`config.mk`:
```
export PLATFORM = sky130hd
export DESIGN_NAME = ps2_kbd_rx
export DESIGN_NICKNAME = d
export VERILOG_FILES = /design/src/rtl/ps2_pkg.sv /design/src/rtl/ps2_line_filter.sv /design/src/rtl/ps2_kbd_rx.sv
export SDC_FILE = /design/constraint.sdc
export NUM_CORES = 1
export LEC_CHECK = 0
export CAP_MARGIN = 15
export CORE_MARGIN = 2
export CORE_UTILIZATION = 35
export DETAILED_ROUTE_END_ITERATION = 7
export GPL_TIMING_DRIVEN = 0
export PLACE_DENSITY = 0.53
export SYNTH_ARGS = -nofsm -noshare
export SYNTH_HDL_FRONTEND = slang
export SYNTH_HIERARCHICAL = 1
export SYNTH_SLANG_ARGS = --single-unit
```
`constraint.sdc`:
```
create_clock -name clk_sys -period 3.15 [get_ports clk_sys]
set_input_delay 0.4725 -clock clk_sys [delete_from_list [all_inputs] [get_ports clk_sys]]
set_output_delay 0.4725 -clock clk_sys [all_outputs]
set_load 0.05 [all_outputs]
```
`src/rtl/ps2_pkg.sv`:
```
// Shared definitions for the PS/2 keyboard receiver: frame FSM states,
// prefix byte codes and bit positions inside the 11-bit ps2_key word.
package ps2_pkg;

  typedef enum logic [1:0] {
    ST_IDLE   = 2'd0,
    ST_DATA   = 2'd1,
    ST_PARITY = 2'd2,
    ST_STOP   = 2'd3
  } ps2_state_e;

  localparam logic [7:0] PS2_PFX_EXT = 8'hE0;
  localparam logic [7:0] PS2_PFX_BRK = 8'hF0;

  localparam int unsigned KEY_TGL = 10;
  localparam int unsigned KEY_PRS = 9;
  localparam int unsigned KEY_EXT = 8;
  localparam int unsigned KEY_W   = 11;

endpackage

```
`src/rtl/ps2_line_filter.sv`:
```
// 2-FF synchronizer plus debounce for an asynchronous PS/2 line.
// The filtered level flips only after FILT_LEN consecutive synchronized
// samples at the opposite level.
// Ports:
//   clk_sys  in   system clock
//   reset    in   async active-high reset (level returns to idle high)
//   line_i   in   raw asynchronous line
//   level_o  out  filtered level (registered)
//   fall_o   out  one-cycle pulse in the cycle level_o goes low (registered)
module ps2_line_filter #(
  parameter int unsigned FILT_LEN = 8
) (
  input  logic clk_sys,
  input  logic reset,
  input  logic line_i,
  output logic level_o,
  output logic fall_o
);

  localparam int unsigned CNT_W = (FILT_LEN > 2) ? $clog2(FILT_LEN) : 1;

  logic             s1_q, s2_q;
  logic             lvl_q, lvl_d;
  logic             fall_q, fall_d;
  logic [CNT_W-1:0] cnt_q, cnt_d;

  // Run-length count of samples disagreeing with the current filtered level.
  always_comb begin
    lvl_d  = lvl_q;
    cnt_d  = '0;
    fall_d = 1'b0;
    if (s2_q != lvl_q) begin
      if (cnt_q == CNT_W'(FILT_LEN - 1)) begin
        lvl_d  = s2_q;
        fall_d = lvl_q;
      end else begin
        cnt_d = cnt_q + CNT_W'(1);
      end
    end
  end

  always_ff @(posedge clk_sys or posedge reset) begin
    if (reset) begin
      s1_q   <= 1'b1;
      s2_q   <= 1'b1;
      lvl_q  <= 1'b1;
      fall_q <= 1'b0;
      cnt_q  <= '0;
    end else begin
      s1_q   <= line_i;
      s2_q   <= s1_q;
      lvl_q  <= lvl_d;
      fall_q <= fall_d;
      cnt_q  <= cnt_d;
    end
  end

  assign level_o = lvl_q;
  assign fall_o  = fall_q;

endmodule

```
`src/rtl/ps2_kbd_rx.sv`:
```
// PS/2 keyboard receiver: deserializes device-to-host frames, tracks the
// E0 (extended) and F0 (break) prefixes and publishes an 11-bit key word
// whose bit 10 toggles once per completed key event.
// Optional watchdog: define PS2_RX_WATCHDOG_EN to abort a frame that sees
// no filtered clock fall for TIMEOUT_CYC cycles.
// Ports:
//   clk_sys       in   system clock
//   reset         in   async active-high reset
//   ps2_kbd_clk   in   PS/2 clock line (async, idle high)
//   ps2_kbd_data  in   PS/2 data line (async, idle high)
//   ps2_key       out  {toggle, pressed, extended, scan[7:0]}
//   frame_err     out  one-cycle pulse on a bad frame or watchdog abort
//   busy          out  high while a frame is in progress
module ps2_kbd_rx
  import ps2_pkg::*;
#(
  parameter int unsigned FILT_LEN    = 8,
  parameter int unsigned TIMEOUT_CYC = 50000
) (
  input  logic             clk_sys,
  input  logic             reset,
  input  logic             ps2_kbd_clk,
  input  logic             ps2_kbd_data,
  output logic [KEY_W-1:0] ps2_key,
  output logic             frame_err,
  output logic             busy
);

  if (FILT_LEN < 2 || TIMEOUT_CYC < 1) begin : g_param_chk
    $error("ps2_kbd_rx: FILT_LEN must be >= 2 and TIMEOUT_CYC >= 1");
  end

  logic clk_lvl, clk_fall;
  logic d1_q, d2_q;

  ps2_line_filter #(.FILT_LEN(FILT_LEN)) u_clk_filt (
    .clk_sys (clk_sys),
    .reset   (reset),
    .line_i  (ps2_kbd_clk),
    .level_o (clk_lvl),
    .fall_o  (clk_fall)
  );

  ps2_state_e       state_q, state_d;
  logic [2:0]       cnt_q, cnt_d;
  logic [7:0]       shreg_q, shreg_d;
  logic             par_q, par_d;
  logic             ext_q, ext_d;
  logic             rel_q, rel_d;
  logic [KEY_W-1:0] key_q, key_d;
  logic             err_q, err_d;
  logic             busy_q, busy_d;
  logic             fall;

  // clk_lvl is already low whenever clk_fall fires; qualifying keeps both in use.
  assign fall = clk_fall & ~clk_lvl;

`ifdef PS2_RX_WATCHDOG_EN
  localparam int unsigned WD_W = $clog2(TIMEOUT_CYC + 1);
  logic [WD_W-1:0] wd_q, wd_d;
`endif

  // Frame FSM, prefix tracking and output update.
  always_comb begin
    state_d = state_q;
    cnt_d   = cnt_q;
    shreg_d = shreg_q;
    par_d   = par_q;
    ext_d   = ext_q;
    rel_d   = rel_q;
    key_d   = key_q;
    err_d   = 1'b0;
    if (fall) begin
      unique case (state_q)
        ST_IDLE: begin
          if (!d2_q) begin
            state_d = ST_DATA;
            cnt_d   = 3'd0;
          end
        end
        ST_DATA: begin
          shreg_d = {d2_q, shreg_q[7:1]};
          if (cnt_q == 3'd7) state_d = ST_PARITY;
          else               cnt_d   = cnt_q + 3'd1;
        end
        ST_PARITY: begin
          par_d   = d2_q;
          state_d = ST_STOP;
        end
        ST_STOP: begin
          state_d = ST_IDLE;
          cnt_d   = 3'd0;
          if ((^{shreg_q, par_q}) && d2_q) begin
            if (shreg_q == PS2_PFX_EXT) begin
              ext_d = 1'b1;
            end else if (shreg_q == PS2_PFX_BRK) begin
              rel_d = 1'b1;
            end else begin
              key_d[KEY_TGL] = ~key_q[KEY_TGL];
              key_d[KEY_PRS] = ~rel_q;
              key_d[KEY_EXT] = ext_q;
              key_d[7:0]     = shreg_q;
              ext_d          = 1'b0;
              rel_d          = 1'b0;
            end
          end else begin
            err_d = 1'b1;
            ext_d = 1'b0;
            rel_d = 1'b0;
          end
        end
        default: state_d = ST_IDLE;
      endcase
    end
`ifdef PS2_RX_WATCHDOG_EN
    // Watchdog: cleared on every fall and in IDLE, aborts the frame at the limit.
    wd_d = wd_q;
    if (fall || state_q == ST_IDLE) begin
      wd_d = '0;
    end else if (wd_q == WD_W'(TIMEOUT_CYC - 1)) begin
      wd_d    = '0;
      state_d = ST_IDLE;
      cnt_d   = 3'd0;
      ext_d   = 1'b0;
      rel_d   = 1'b0;
      err_d   = 1'b1;
    end else begin
      wd_d = wd_q + WD_W'(1);
    end
`endif
    busy_d = (state_d != ST_IDLE);
  end

  always_ff @(posedge clk_sys or posedge reset) begin
    if (reset) begin
      d1_q    <= 1'b1;
      d2_q    <= 1'b1;
      state_q <= ST_IDLE;
      cnt_q   <= 3'd0;
      shreg_q <= 8'h00;
      par_q   <= 1'b0;
      ext_q   <= 1'b0;
      rel_q   <= 1'b0;
      key_q   <= '0;
      err_q   <= 1'b0;
      busy_q  <= 1'b0;
`ifdef PS2_RX_WATCHDOG_EN
      wd_q    <= '0;
`endif
    end else begin
      d1_q    <= ps2_kbd_data;
      d2_q    <= d1_q;
      state_q <= state_d;
      cnt_q   <= cnt_d;
      shreg_q <= shreg_d;
      par_q   <= par_d;
      ext_q   <= ext_d;
      rel_q   <= rel_d;
      key_q   <= key_d;
      err_q   <= err_d;
      busy_q  <= busy_d;
`ifdef PS2_RX_WATCHDOG_EN
      wd_q    <= wd_d;
`endif
    end
  end

  assign ps2_key   = key_q;
  assign frame_err = err_q;
  assign busy      = busy_q;

endmodule

```
Yosys cells after proc, flatten, opt, wreduce, memory -nomap -nowiden
Cells that the tools add are included.
{"block": "totals", "reg_bits": 38, "inputBits": 4, "output_inout_bits": 13}
{"block": "op_classes", "addsub": 2, "n_eq_ne": 12, "muxes": 20, "bitwise": 6, "reduce_logical": 12}
{"operator": "$eq A8 B8 Y1 const B", "count": 2}
{"operator": "$mux W3", "count": 4}
{"operator": "$mux W1", "count": 11}
{"operator": "$pmux W3 S3", "count": 1}
{"operator": "$reduce_xor A9 Y1", "count": 1}
{"operator": "$pmux W2 S4", "count": 1}
{"operator": "$add A3 B1 Y3 const B", "count": 2}
{"operator": "$eq A3 B3 Y1 const B", "count": 2}
{"operator": "$mux W2", "count": 3}
{"operator": "$ne A2 B2 Y1 const B", "count": 3}
{"operator": "$reduce_and A2 Y1", "count": 3}
{"operator": "$reduce_and A3 Y1", "count": 2}
{"operator": "$not A1 Y1", "count": 5}
{"operator": "$reduce_and A5 Y1", "count": 1}
{"operator": "$eq A2 B2 Y1 const B", "count": 2}
{"operator": "$reduce_and A4 Y1", "count": 1}
{"operator": "$ne A3 B3 Y1 const B", "count": 1}
{"operator": "$reduce_bool A3 Y1", "count": 1}
{"operator": "$eq A2 B1 Y1 const B", "count": 1}
{"operator": "$logic_not A2 Y1", "count": 1}
{"operator": "$reduce_bool A2 Y1", "count": 1}
{"operator": "$and A1 B1 Y1", "count": 1}
{"operator": "$logic_and A1 B1 Y1", "count": 1}
{"operator": "$ne A1 B1 Y1", "count": 1}

Logic depth before layout (Yosys ltp)
Gate-level depths: netlist of run 1.
{"block": "logic_depth", "depth_word": 5, "ltp_mapped": 6, "mapped_depth_nobuf": 5}

By module
The synthesis of run 1 kept the hierarchy.
{"module": "ps2_kbd_rx", "instances": 1, "cells_each": 104, "area_each_um2": 1430.1, "seq_area_each_um2": 778.2}
{"module": "ps2_line_filter", "instances": 1, "cells_each": 16, "area_each_um2": 262.8, "seq_area_each_um2": 178.9}

Least setup slack after synthesis of run 1
OpenSTA, ideal clock, no wires.
{"block": "synth_timing", "kind": "flip-flop to flip-flop", "from": "register shreg_q[2]", "to": "register key_q[0] (netlist: ps2_key[0])", "setup_time_ps": 125, "arrival_time_ps": 1861, "t_required_ps": 3025, "slack_ps": 1164, "stages_incl_launch_ff": 6, "path_buffers": 1, "synth_period_minus_slack_ps": 1986, "cell_sequence": "dfrtp_1 -> xnor3_1 -> a2111o_1 -> mux2i_2 -> buf_6 -> mux2_4"}
{"block": "synth_via", "elab_chain_cells": 3, "elab_cells_between_ends": 7}
{"element": "start, declared", "line": "ps2_kbd_rx.sv:46", "rtl": "logic [7:0] shreg_q, shreg_d;"}
{"element": "start signal, assigned", "line": "ps2_kbd_rx.sv:155", "rtl": "shreg_q <= shreg_d;"}
{"element": "$eq A8 B8 Y1 (tied with other cells)", "line": "ps2_kbd_rx.sv:96", "rtl": "end else if (shreg_q == PS2_PFX_BRK) begin"}
{"element": "$not A1 Y1 (no line) / $logic_and A1 B1 Y1 (equally long branches)"}
{"element": "$reduce_and A5 Y1 (no line) *"}
{"element": "end signal, assigned", "line": "ps2_kbd_rx.sv:159", "rtl": "key_q <= key_d;"}
{"element": "end, declared", "line": "ps2_kbd_rx.sv:50", "rtl": "logic [KEY_W-1:0] key_q, key_d;"}
Every way passes the cells marked *; elsewhere a longest branch is shown, timed or not.
A chain may end at the register's enable or synchronous reset.

Worst setup path in the final report of run 1
Same ends and word-level chain as after synthesis.

==> results of run 1 <==
## power by group
| group | leakage [nW] | switching [mW] | internal, mW |
|---|---|---|---|
| Clock | 0.0455 | 0.160 | 0.178 |
| Combinational | 0.392 | 0.0263 | 0.0331 |
| Sequential | 0.511 | 0.0172 | 0.517 |
| Total | 0.949 | 0.203 | 0.729 |
## cells by family after synthesis
logic type / share of synthesized area
simple gates: 0.0946
fa+ha+maj: 0.0296
compound gates: 0.0643
xor+xnor: 0.0577
mux: 0.164
buf+inv: 0.0244
flops: 0.565
## worst reg2reg max path: stages, from the launching register on
cell	delay, ns
dfrtp_1	0.43
xnor3_1	0.47
a2111o_1	0.37
mux2i_2	0.24
buf_6	0.22
mux2_4	0.31
## final timing paths
kind | from | endpoint | slack, ns | cells after the start
worst min-delay path | u_clk_filt/s1_q | u_clk_filt/s2_q | 0.37 | 0
worst max register to register | shreg_q[2] | ps2_key[0] | 0.99 | 5
worst min register to register | u_clk_filt/s1_q | u_clk_filt/s2_q | 0.37 | 0
worst max-delay path | shreg_q[2] | ps2_key[0] | 0.99 | 5
max in group asynchronous | reset | shreg_q[5] | 2.00 | 3
min in group asynchronous | reset | u_clk_filt/cnt_q[2] | 0.44 | 2
## cell type report
| class | instances | area share |
|---|---|---|
| Inverter | 6 | 0.0110 |
| Tap cell | 54 | 0.0331 |
| Timing Repair Buffer | 17 | 0.0921 |
| Clock buffer | 8 | 0.0442 |
| Multi-Input combinational cell | 73 | 0.341 |
| Buffer | 3 | 0.00921 |
| Sequential cell | 38 | 0.470 |
## cells in the mapped netlist (3+ instances only)
cell | instances | area [um2]
mux2_4 | 8 | 120
o31ai_1 | 3 | 22.5
ha_1 | 4 | 50.1
xnor2_1 | 3 | 26.3
dfstp_2 | 5 | 131
nor2_1 | 3 | 11.3
inv_1 | 6 | 22.5
nand2_1 | 5 | 18.8
mux2_2 | 9 | 101
xor2_1 | 3 | 26.3
dfrtp_1 | 33 | 826
## flip-flops by register name, summed over array words and instances, names as in the netlist, 2 cells and up
signal            count
ps2_key              11
shreg_q               8
cnt_q                 3
u_clk_filt/cnt_q      3
state_q               2
## metal layers
layer / vias to the layer above / wire length, um / GRT usage
met1: 495 / 1320 / 0.145
met4: 0 / 38 / 0.0606
met3: 4 / 86 / 0.0370
met2: 15 / 1280 / 0.181
li1: 475 / - / -
met5: - / 0 / 0
==> impl_metrics.py, run 1 <==
metrics = {
    "run_status": {
        "outcome": "completed",
    },
    "critical_path": {
        "critical_path_class": "flop to flop",
        "crit_required_ns": 3.32,
        "path_cells": "xnor3_1 -> a2111o_1 -> mux2i_2 -> buf_6 -> mux2_4",
        "crit_family": "multiplexers",
        "arrival_ns": 2.33,
        "critPathMaxFanout": 10,
        "cpMaxStageDelayCell": "xnor3_1",
        "slowest_delay_ns": 0.47,
        "cp_num_buf_inv": 1,
        "startpoint_type": "flop",
        "end_kind": "flop",
    },
    "sta": {
        "setup_ws_ns": 0.994,
        "final.setup_skew_ns": 0.00677,
        "whs_ns": 0.365,
        "fmax_mhz": 464,
        "relSlewSlack": 0.533,
        "final.period_utilization": 0.684,
        "post-route-min-period_ns": 2.16,
        "hold_viol": 0,
        "worst_slew_pin_slew_ns": 0.699,
        "setup_viol": 0,
        "rsz0062_at_grt": "no",
        "slew_viol_final": 0,
        "tns_ns": 0,
    },
    "power_and_ir_drop": {
        "p_leak_nw": 0.949,
        "p_per_area_nw_per_um2": 457,
        "ir_drop_uv": 232,
        "power.total_mw": 0.932,
    },
    "clock_network": {
        "cts_setup_buffers": 0,
        "cts_tree": "done",
        "cts_resized": 0,
        "ctsHoldBuffers": 0,
        "cts-buffers-inserted": 5,
        "cts.clk_slew.worst_paths_ns": 0.07,
        "clk_latency_ns": 0.28,
        "h-tree-depth": 2,
        "cts.path.max_buffers": 2,
        "cts_root_buf": "clkbuf_8",
        "cts_sinks": 38,
    },
    "grt": {
        "grt_overflow_total": 0,
        "grt_antenna_before_repair": 0,
        "grt_pass1_vias": 1015,
        "grt_pass1_wl_um": 4720,
        "grt_max_degree": 17,
        "grt_usage": 0.117,
    },
    "yosys": {
        "synthCells": 120,
        "netlist_area_um2": 1690,
        "yosysWarnings": 6,
        "yosys_register_bits": 38,
        "synth_edf_count": 0,
        "synth_cell_types": 39,
        "syn_nets": 128,
        "synthFlopType": "dfrtp_1",
        "yosysSeqAreaShare": 0.565,
        "async_flop_share": 1.00,
        "syn_area_per_cell_um2": 14.1,
    },
    "final_layout": {
        "mostFrequentLayoutCell": "dfrtp_1",
        "finish.utilization": 0.434,
        "multi_input_area_um2": 694,
        "design_area_um2": 2040,
        "final_cells": 199,
        "antennaDiodeCount": 0,
        "drive_gt1_frac": 0.228,
        "fillers": 436,
        "num-nets-final": 152,
        "area_growth_pct": 20.4,
        "seqCellArea_um2": 957,
        "most-common-layout-cells": "dfrtp_1 (33), clkdlybuf4s50_1 (16), mux2_2 (9)",
    },
    "placement": {
        "port-buffer-count": 16,
        "pre_cts_slack_ns": 0.994,
        "dp_hpwl_um": 1980,
        "placed_cell_area_um2": 1950,
        "dp.cells": 191,
        "gp_congestion": 0.766,
    },
    "die": {
        "dieArea_um2": 5410,
        "fp.dieW_um": 73.5,
        "die_y_um": 73.5,
        "io_pins": 17,
        "initial_utilization": 0.361,
        "std_cell_rows": 25,
        "core_area_um2": 4690,
    },
    "detailed_routing": {
        "drt_iter0_drc": 24,
        "dr_total_vias": 989,
        "ant_nets": 0,
        "wire_per_inst_um": 13.7,
        "dr.pass1.iters": 2,
        "via_per_inst": 4.97,
        "wl_um": 2720,
        "post-route-drc-count": 0,
    },
    "hold_path": {
        "hold_path.class": "flop to flop",
    },
    "flow_run": {
        "cap_viol_max_count": 0,
    },
}
Power figures use the tool's default switching activity.
==> run 2, diff against run 1 <==
==> constraint.sdc (replaced) <==
create_clock -name clk_sys -period 2.05 [get_ports clk_sys]
set_input_delay 0.3075 -clock clk_sys [delete_from_list [all_inputs] [get_ports clk_sys]]
set_output_delay 0.3075 -clock clk_sys [all_outputs]
set_load 0.05 [all_outputs]
==> impl_metrics.py, run 2 (synthesis gave the netlist of run 1 again) <==
metrics = {
    "run_status": {
        "outcome": "completed",
    },
    "power_and_ir_drop": {
        "p_per_area_nw_per_um2": 683,
        "p_leak_nw": 0.975,
        "ir_drop_uv": 356,
    },
    "critical_path": {
        "path_cells": "xnor2_1 -> xnor3_2 -> mux2i_4 -> buf_6 -> mux2_4",
        "crit_start": "shreg_q[1]",
        "slowest_delay_ns": 0.46,
        "reg2reg_from": "shreg_q[1]",
        "crit_required_ns": 2.22,
        "critPathMaxFanout": 6,
        "startpoint_type": "flop",
        "cpMaxStageDelayCell": "dfrtp_1",
        "arrival_ns": 2.12,
        "critical_path_class": "flop to flop",
        "end_kind": "flop",
    },
    "sta": {
        "relSlewSlack": 0.532,
        "worst_slew_pin_slew_ns": 0.701,
        "whs_ns": 0.275,
        "final.period_utilization": 0.952,
        "rsz0062_at_grt": "no",
        "fmax_mhz": 512,
        "slew_viol_final": 0,
        "final.setup_skew_ns": 0.00678,
        "setup_viol": 0,
        "hold_viol": 0,
        "post-route-min-period_ns": 1.95,
        "setup_ws_ns": 0.0977,
    },
    "clock_network": {
        "cts_root_buf": "clkbuf_8",
        "clk_latency_ns": 0.29,
        "cts_sinks": 38,
        "h-tree-depth": 2,
        "ctsHoldBuffers": 0,
        "cts.path.max_buffers": 2,
        "cts-buffers-inserted": 5,
        "cts_tree": "done",
        "cts.clk_slew.worst_paths_ns": 0.07,
    },
    "final_layout": {
        "mostFrequentLayoutCell": "dfrtp_1",
        "num-nets-final": 157,
        "drive_gt1_frac": 0.293,
        "area_growth_pct": 23.9,
        "antennaDiodeCount": 0,
        "largest_reg_flops": 11,
        "most-common-layout-cells": "dfrtp_1 (29), clkdlybuf4s50_1 (16), mux2_2 (9)",
    },
    "flow_run": {
        "cap_viol_max_count": 0,
    },
    "grt": {
        "grt_usage": 0.124,
        "grt_antenna_before_repair": 0,
        "grt_overflow_total": 0,
        "grt_pass1_wl_um": 4980,
        "grt_max_degree": 17,
        "grt_pass1_vias": 1047,
    },
    "detailed_routing": {
        "wire_per_inst_um": 14.1,
        "via_per_inst": 5.00,
        "ant_nets": 0,
        "wl_met2_um": 1400,
        "drt-met1-wl_um": 1340,
        "dr_wl_met3_um": 88,
        "dr_total_vias": 1020,
        "dr.pass1.iters": 4,
        "post-route-drc-count": 0,
        "drt_iter0_drc": 23,
        "dr.max_layer_used": "met4",
        "wl_um": 2880,
    },
    "die": {
        "die_y_um": 73.5,
        "core_area_um2": 4690,
        "io_pins": 17,
        "dieArea_um2": 5410,
        "std_cell_rows": 25,
        "initial_utilization": 0.361,
        "fp.dieW_um": 73.5,
    },
    "placement": {
        "gp_congestion": 0.766,
        "port-buffer-count": 16,
        "dp_hpwl_um": 1980,
        "pre_cts_slack_ns": -0.106,
    },
    "hold_path": {
        "hold_path.class": "primary input to asynchronous set/reset pin",
    },
}
## run 2: changes by cell type in the layout (fill, tap and decap cells not counted)
cell	delta
xnor3_1	-1
mux2i_4	+1
dfrtp_2	+4
dfrtp_1	-4
clkbuf_1	-1
xnor3_2	+1
mux2i_2	-1
buf_6	+1
buf_4	+5
## run 2: critical path: cells and delay by family, from the launching register on
| kind | cells | cell delay [ns] |
|---|---|---|
| xor gates and xnor gates | 2 | 0.66 |
| buffers and inverters | 1 | 0.18 |
| DFF | 1 | 0.46 |
| muxes | 2 | 0.55 |
## run 2: final timing paths
kind	endpoint	slack [ns]	cells after the start
max reg2reg	ps2_key[0]	0.1	5
max	ps2_key[0]	0.1	5
min	u_clk_filt/cnt_q[2]	0.28	2
max in group asynchronous	shreg_q[3]	1.06	3
min in group clk_sys	u_clk_filt/s2_q	0.37	0
min reg2reg	u_clk_filt/s2_q	0.37	0
## run 2: through the flow
step,setup TNS [ns],cell area (um2),total power [mW],std cells,util
floorplan,0,1690,0.894,120,-
global placement,-0.665,1920,0.915,190,0.409
detailed placement,-0.825,1950,0.930,191,0.415
CTS,0,2080,1.46,203,0.444
global route,0,2100,1.52,204,0.447
finish,0,2100,1.43,204,0.447
## run 2: layout make-up
type | instances | area, um2
Timing Repair Buffer | 23 | 236
Inverter | 6 | 22.5
Tap cell | 54 | 67.6
Fill cell | 426 | 2590
Buffer | 2 | 15.0
Multi-Input combinational cell | 73 | 704
Sequential cell | 38 | 962
Clock buffer | 8 | 90.1
## run 2: repair_timing
item | in CTS | in global routing
resized for setup | 3 | 5
buffers inserted | 4 | 1
gates cloned | 1 | 0
pin swaps | 1 | 1
endpoints found under the setup margin | 8 | 9
## run 2: metal layers
layer | vias up | GRT usage
li1 | 487 | -
met1 | 511 | 0.152
met2 | 16 | 0.197
met3 | 6 | 0.0370
met4 | 0 | 0.0606
met5 | - | 0
## run 2: power by group
group	internal, mW	switching [mW]
Combinational	0.0508	0.0396
Sequential	0.795	0.0272
Clock	0.274	0.247
Total	1.12	0.313
